### src/rtl/pipe_em_skid.sv
// Execute->Memory pipeline stage with a valid/ready handshake on both sides
// and a two-entry skid buffer. ready_e is decoded only from the state
// register, so Memory backpressure (ready_m) never reaches Execute
// combinationally. Also provides flush, control gating and a stall counter.
//
// Handshake: a transfer happens on a rising edge where valid and ready are
// both high. A producer keeps valid and its payload steady until the
// transfer. ready never depends combinationally on the partner's valid.
module pipe_em_skid #(
    parameter int DATA_WIDTH  = 32,
    parameter int ADDR_WIDTH  = 5,
    parameter int RSRC_WIDTH  = 2,
    parameter int MEMOP_WIDTH = 3,
    parameter int CNT_WIDTH   = 16
) (
    input  logic                   clk,
    input  logic                   rst,
    input  logic                   flush,
    // Execute side
    input  logic                   valid_e,
    output logic                   ready_e,
    input  logic                   RegWriteE,
    input  logic [RSRC_WIDTH-1:0]  ResultSrcE,
    input  logic                   MemWriteE,
    input  logic [MEMOP_WIDTH-1:0] MemoryOpE,
    input  logic [DATA_WIDTH-1:0]  ALUResultE,
    input  logic [DATA_WIDTH-1:0]  WriteDataE,
    input  logic [ADDR_WIDTH-1:0]  RdE,
    input  logic [DATA_WIDTH-1:0]  PCPlus4E,
    // Memory side
    output logic                   valid_m,
    input  logic                   ready_m,
    output logic                   RegWriteM,
    output logic [RSRC_WIDTH-1:0]  ResultSrcM,
    output logic                   MemWriteM,
    output logic [MEMOP_WIDTH-1:0] MemoryOpM,
    output logic [DATA_WIDTH-1:0]  ALUResultM,
    output logic [DATA_WIDTH-1:0]  WriteDataM,
    output logic [ADDR_WIDTH-1:0]  RdM,
    output logic [DATA_WIDTH-1:0]  PCPlus4M,
    // Status
    output logic [CNT_WIDTH-1:0]   stall_cnt,
    output logic [1:0]             o_dbg_state
);

    localparam int PW = 2 + RSRC_WIDTH + MEMOP_WIDTH + 3 * DATA_WIDTH + ADDR_WIDTH;

    typedef enum logic [1:0] {
        EMPTY = 2'd0,
        ONE   = 2'd1,
        TWO   = 2'd2
    } state_t;

    state_t                 r_state;
    state_t                 w_state_nxt;
    logic [PW-1:0]          r_main;
    logic [PW-1:0]          r_skid;
    logic [PW-1:0]          w_pay_e;
    logic [CNT_WIDTH-1:0]   r_stall_cnt;
    logic                   w_in_fire;
    logic                   w_out_fire;
    logic                   w_load_main_e;
    logic                   w_load_main_skid;
    logic                   w_load_skid;
    logic                   w_reg_write;
    logic                   w_mem_write;

    assign w_pay_e = {RegWriteE, ResultSrcE, MemWriteE, MemoryOpE,
                      ALUResultE, WriteDataE, RdE, PCPlus4E};

    assign ready_e    = (r_state != TWO);
    assign valid_m    = (r_state != EMPTY);
    assign w_in_fire  = valid_e & ready_e & ~flush;
    assign w_out_fire = valid_m & ready_m;

    // Next-state and payload-load decode; flush overrides every handshake move
    always_comb begin
        w_state_nxt      = r_state;
        w_load_main_e    = 1'b0;
        w_load_main_skid = 1'b0;
        w_load_skid      = 1'b0;
        case (r_state)
            EMPTY: begin
                if (w_in_fire) begin
                    w_state_nxt   = ONE;
                    w_load_main_e = 1'b1;
                end
            end
            ONE: begin
                if (w_in_fire && w_out_fire) begin
                    w_load_main_e = 1'b1;
                end else if (w_in_fire) begin
                    w_state_nxt = TWO;
                    w_load_skid = 1'b1;
                end else if (w_out_fire) begin
                    w_state_nxt = EMPTY;
                end
            end
            TWO: begin
                if (w_out_fire) begin
                    w_state_nxt      = ONE;
                    w_load_main_skid = 1'b1;
                end
            end
            default: w_state_nxt = EMPTY;
        endcase
        if (flush) begin
            w_state_nxt      = EMPTY;
            w_load_main_skid = 1'b0;
        end
    end

    // State register
    always_ff @(posedge clk) begin
        if (rst) begin
            r_state <= EMPTY;
        end else begin
            r_state <= w_state_nxt;
        end
    end

    // Head and skid payload registers; head refills from skid to keep FIFO order
    always_ff @(posedge clk) begin
        if (rst) begin
            r_main <= '0;
            r_skid <= '0;
        end else begin
            if (w_load_main_e) begin
                r_main <= w_pay_e;
            end else if (w_load_main_skid) begin
                r_main <= r_skid;
            end
            if (w_load_skid) begin
                r_skid <= w_pay_e;
            end
        end
    end

    // Saturating count of cycles where Memory holds off a valid head entry
    always_ff @(posedge clk) begin
        if (rst) begin
            r_stall_cnt <= '0;
        end else if (valid_m && !ready_m && !(&r_stall_cnt)) begin
            r_stall_cnt <= r_stall_cnt + CNT_WIDTH'(1);
        end
    end

    assign {w_reg_write, ResultSrcM, w_mem_write, MemoryOpM,
            ALUResultM, WriteDataM, RdM, PCPlus4M} = r_main;

    // Bubbles must never write the register file or memory
    assign RegWriteM   = w_reg_write & valid_m;
    assign MemWriteM   = w_mem_write & valid_m;
    assign stall_cnt   = r_stall_cnt;
    assign o_dbg_state = r_state;

endmodule

### config.mk
export PLATFORM = sky130hd
export DESIGN_NAME = pipe_em_skid
export DESIGN_NICKNAME = d
export VERILOG_FILES = /design/src/rtl/pipe_em_skid.sv
export SDC_FILE = /design/constraint.sdc
export NUM_CORES = 1
export LEC_CHECK = 0
export BUFFER_PORTS_ARGS = -buffer_cell sky130_fd_sc_hd__buf_2
export CORE_MARGIN = 2
export CORE_UTILIZATION = 31
export CTS_CLUSTER_DIAMETER = 150
export DETAILED_ROUTE_END_ITERATION = 16
export PLACE_DENSITY = 0.47
export RECOVER_POWER = 25
export SKIP_CTS_REPAIR_TIMING = 1
export SLEW_MARGIN = 10
export SYNTH_ARGS = -nofsm -noshare
export SYNTH_HDL_FRONTEND = slang
export SYNTH_SLANG_ARGS = --single-unit
### constraint.sdc
create_clock -name clk -period 2.82 [get_ports clk]
set_input_delay 0.141 -clock clk [delete_from_list [all_inputs] [get_ports clk]]
set_output_delay 0.141 -clock clk [all_outputs]
set_load 0.03 [all_outputs]
==> impl_summary.log <==
[metrics] routed length on met3: 1.23 mm
[metrics] post-route core utilization: 40.2%
[metrics] total core area: 30,500 um^2
[metrics] worst min path class: input port to register
[metrics] clock share of power: 45.7%
[metrics] total count of max-transition violations in the final report: 0
[metrics] Peak supply drop: 453 uV
[metrics] Slowest-stage cell, CP: sky130_fd_sc_hd__buf_4
[metrics] area fraction in compound gates after synthesis: 21.3%
[metrics] clock tree from TritonCTS: built
[metrics] Setup violations, final: 0
[metrics] power dissipated by switching net loads: 0.00192 W
[metrics] detail-routed net length per standard cell: 15.2 um
[metrics] worst-case headroom to the max-slew limit: 46.8%
[metrics] flip-flop and latch count after synthesis: 234
[metrics] RSZ-0062 raised after global routing: false
[metrics] largest net degree at the start of global routing: 96
[metrics] worst flop-to-flop path startpoint: o_dbg_state[1]
[metrics] post-route clock period utilization: 75.8%
[metrics] Worst Skew: 15.0 ps
[metrics] area share of and/or/nand/nor cells after synthesis: 16.1%
[metrics] number of global-route vias before repair: 7,468
[metrics] portion of total power attributed to sequential cells: 44.7%
[metrics] gp weighted congestion: 0.780
[metrics] Detailed Route Iter0 Violations: 442
[metrics] leading cell types by total area after synthesis: sky130_fd_sc_hd__dfxtp_1, sky130_fd_sc_hd__nand2_1, sky130_fd_sc_hd__a21oi_1
[metrics] width of the die: 180 um
[metrics] total number of vias: 8,436
[metrics] io pins: 241
[metrics] Achievable Freq: 0.468 GHz
[metrics] register area share after synthesis: 48.8%
[metrics] CP bufs+invs: 1
[metrics] fraction of synthesized cell area in xor and xnor cells: 1.19%
[metrics] multiplexer share of the synthesized area: 0.222%
[metrics] critical path capture point type: register
[metrics] top routing layer used: met4
[metrics] post-detailed-routing wire length: 27.3 mm
[metrics] root buffer cell: sky130_fd_sc_hd__clkbuf_16
[metrics] status: finished clean
[metrics] number of search-and-repair iterations in the first detailed-routing pass: 5
[metrics] met2 layer wire length in the routed design: 13.0 mm
[metrics] logic gate share of total power: 9.6%
[metrics] Commonest cells post-synth: sky130_fd_sc_hd__nand2_1, sky130_fd_sc_hd__dfxtp_1, sky130_fd_sc_hd__a21oi_1
[metrics] DRT met1 WL: 12.5 mm
[metrics] Ys Warns: 0
[metrics] Starting Density: 31.4%
[metrics] post-detailed-route via-to-cell ratio: 4.72
[metrics] number of I/O port buffers: 240
[metrics] hold path startpoint: valid_e
[metrics] Worst setup SP type: register
[metrics] wire length of the first global-routing pass: 41.9 mm
[metrics] Worst-Skew Late Latency: 540 ps
[metrics] Die Outline Area: 32,400 um^2
[metrics] Clock Tree Buf Depth: 3
[metrics] number of distinct library cells after synthesis: 45
[metrics] total routing usage reported by global routing: 15.6%
[metrics] count of maximum capacitance violations: 0
[metrics] setup_tns: 0 ps
[metrics] dominant combinational cell family by area after synthesis: compound AO/OA/AOI/OAI gates
[metrics] number of hold-slack violations in the final timing report: 0
[metrics] P&R area growth vs syn: 27.8%
[metrics] stage delay of the slowest cell on the critical path: 660 ps
[metrics] Design Area, Final: 12,300 um^2
[metrics] nets@finish: 1,487
[metrics] cell taking the most area after synthesis: sky130_fd_sc_hd__dfxtp_1
[metrics] number of nets with antenna violations after detailed routing: 0
[metrics] initial antenna violation count: 0
[metrics] Switching Fraction: 24.9%
[metrics] post-synth net total: 1,282
[metrics] CTS Buf Count: 28
[metrics] timing startpoint of the critical path: o_dbg_state[1]
[metrics] most instantiated flip-flop cell in the synthesis netlist: sky130_fd_sc_hd__dfxtp_1
[metrics] DRC: 0
[metrics] top cell family by delay on the critical path: buffers and inverters
[metrics] internal portion of total power: 0.00579 W
[metrics] summed instance area of the synthesized netlist: 9590 um^2
[metrics] worst setup path category: register to register
[metrics] height of the chip: 180 um
[metrics] critical path data required time: 3270 ps
[metrics] leakage power: 4.47 nW
[metrics] Critical Path, Cell by Cell: nand2b_1, nor3b_2, buf_4, a22oi_1, a21oi_1
[metrics] adder and majority cell fraction of the synthesized area: 0.130%
[metrics] Pwr per Cell Area: 629 nW/um^2
[metrics] Async SR Flop Fraction: 0%
[metrics] Avg Inst Size Synth: 8.21 um^2
[metrics] Post-DP HPWL: 16.1 mm
[metrics] proportion of layout cells with a drive suffix above 1: 16.4%
[metrics] clock slew seen by the registers of the worst setup and hold paths: 60 ps
[metrics] Syn Inst Count: 1,168
[metrics] placed inst area: 10,400 um^2
[metrics] Critical Path AT: 2590 ps
[metrics] most repeated cell in the gate-level netlist after synthesis: sky130_fd_sc_hd__nand2_1
[metrics] Post-synth EDFFs: 0
[metrics] number of clock sinks: 234
[metrics] residual overflow from global routing: 0
[metrics] slew of the pin with the lowest slew margin: 798 ps
[metrics] Std-Cell Rows: 64
[metrics] clock period minus worst slack: 2140 ps
[metrics] Antenna Cells: 0
[metrics] largest fanout on the critical path: 58
[metrics] post-synth top area share: 48.8%
[metrics] htree depth: 1
[worst paths after layout]
path	slack [ps]	to	cells past startpoint
worst max-delay path	680	r_main[12]	5
worst min-delay path	70	o_dbg_state[0]	4
worst max register to register	680	r_main[12]	5
worst min register to register	450	r_main[46]	2
[layer usage]
metal	vias to the layer above	track usage [%]
li1	4260	-
met1	3951	20.8
met2	191	25.9
met3	34	3.48
met4	0	3.38
met5	-	0
[power by group through the flow]
stage | Combinational (W) | Clock, W | Sequential [W]
after floorplan | 0.000475 | 0 | 0.00351
after global placement | 0.000638 | 0 | 0.00352
after detailed placement | 0.000642 | 0 | 0.00352
after CTS | 0.000643 | 0.00364 | 0.00345
after global routing | 0.000805 | 0.00376 | 0.00346
final | 0.000738 | 0.00352 | 0.00345
[metrics by stage]
stage / power, W / cells / hold slack, ps / worst slack, ps
6_report: 0.00771 / 1788 / 73.5 / 682
5_1_grt: 0.00802 / 1788 / 91.3 / 481
4_1_cts: 0.00773 / 1677 / -174 / 691
3_5_place_dp: 0.00416 / 1628 / 400 / 704
3_3_place_gp: 0.00416 / 1628 / 393 / 760
2_1_floorplan: 0.00398 / 1168 / 218 / 705
[worst reg2reg max path, delay by kind of cell, from the launching register on]
kind	cells	cell delay [ps]
DFF	1	380
buffers and inverters	1	660
and+or+nand+nor	2	650
AOI/OAI and AO/OA	2	380
[kinds of logic (layout without fill, tap and decap cells)]
kind of cell	after synthesis	in the layout
AOI/OAI and AO/OA	342	342
xor gates and xnor gates	13	13
adders and majority gates	1	1
buffers and inverters	193	417
DFF	234	234
muxes	2	2
and+or+nand+nor	383	383
[state kept, by name, summed over array words and instances, names as in the netlist]
register and flops:
r_skid 108, o_dbg_state 2, stall_cnt 16, r_main 108
[area by class of cell]
cell class	count	area, um^2
Tap cell	396	495
Clock buffer	39	823
Clock inverter	10	82.6
Sequential cell	234	4680
Fill cell	3176	18300
Timing Repair Buffer	367	2410
Inverter	1	3.75
Multi-Input combinational cell	741	3750
[placed cells by master, fill, tap and decap left out, drive strengths merged, types with 5 or more instances in the layout]
| master | n |
|---|---|
| nor2 | 20 |
| xor2 | 11 |
| nand3 | 7 |
| a21oi | 218 |
| dfxtp | 234 |
| nand2 | 329 |
| o21ai | 5 |
| buf | 167 |
| dlygate4sd3 | 111 |
| clkbuf | 128 |
| a22oi | 108 |
| clkinv | 8 |
Note: power is estimated with default switching activity, not from simulation.
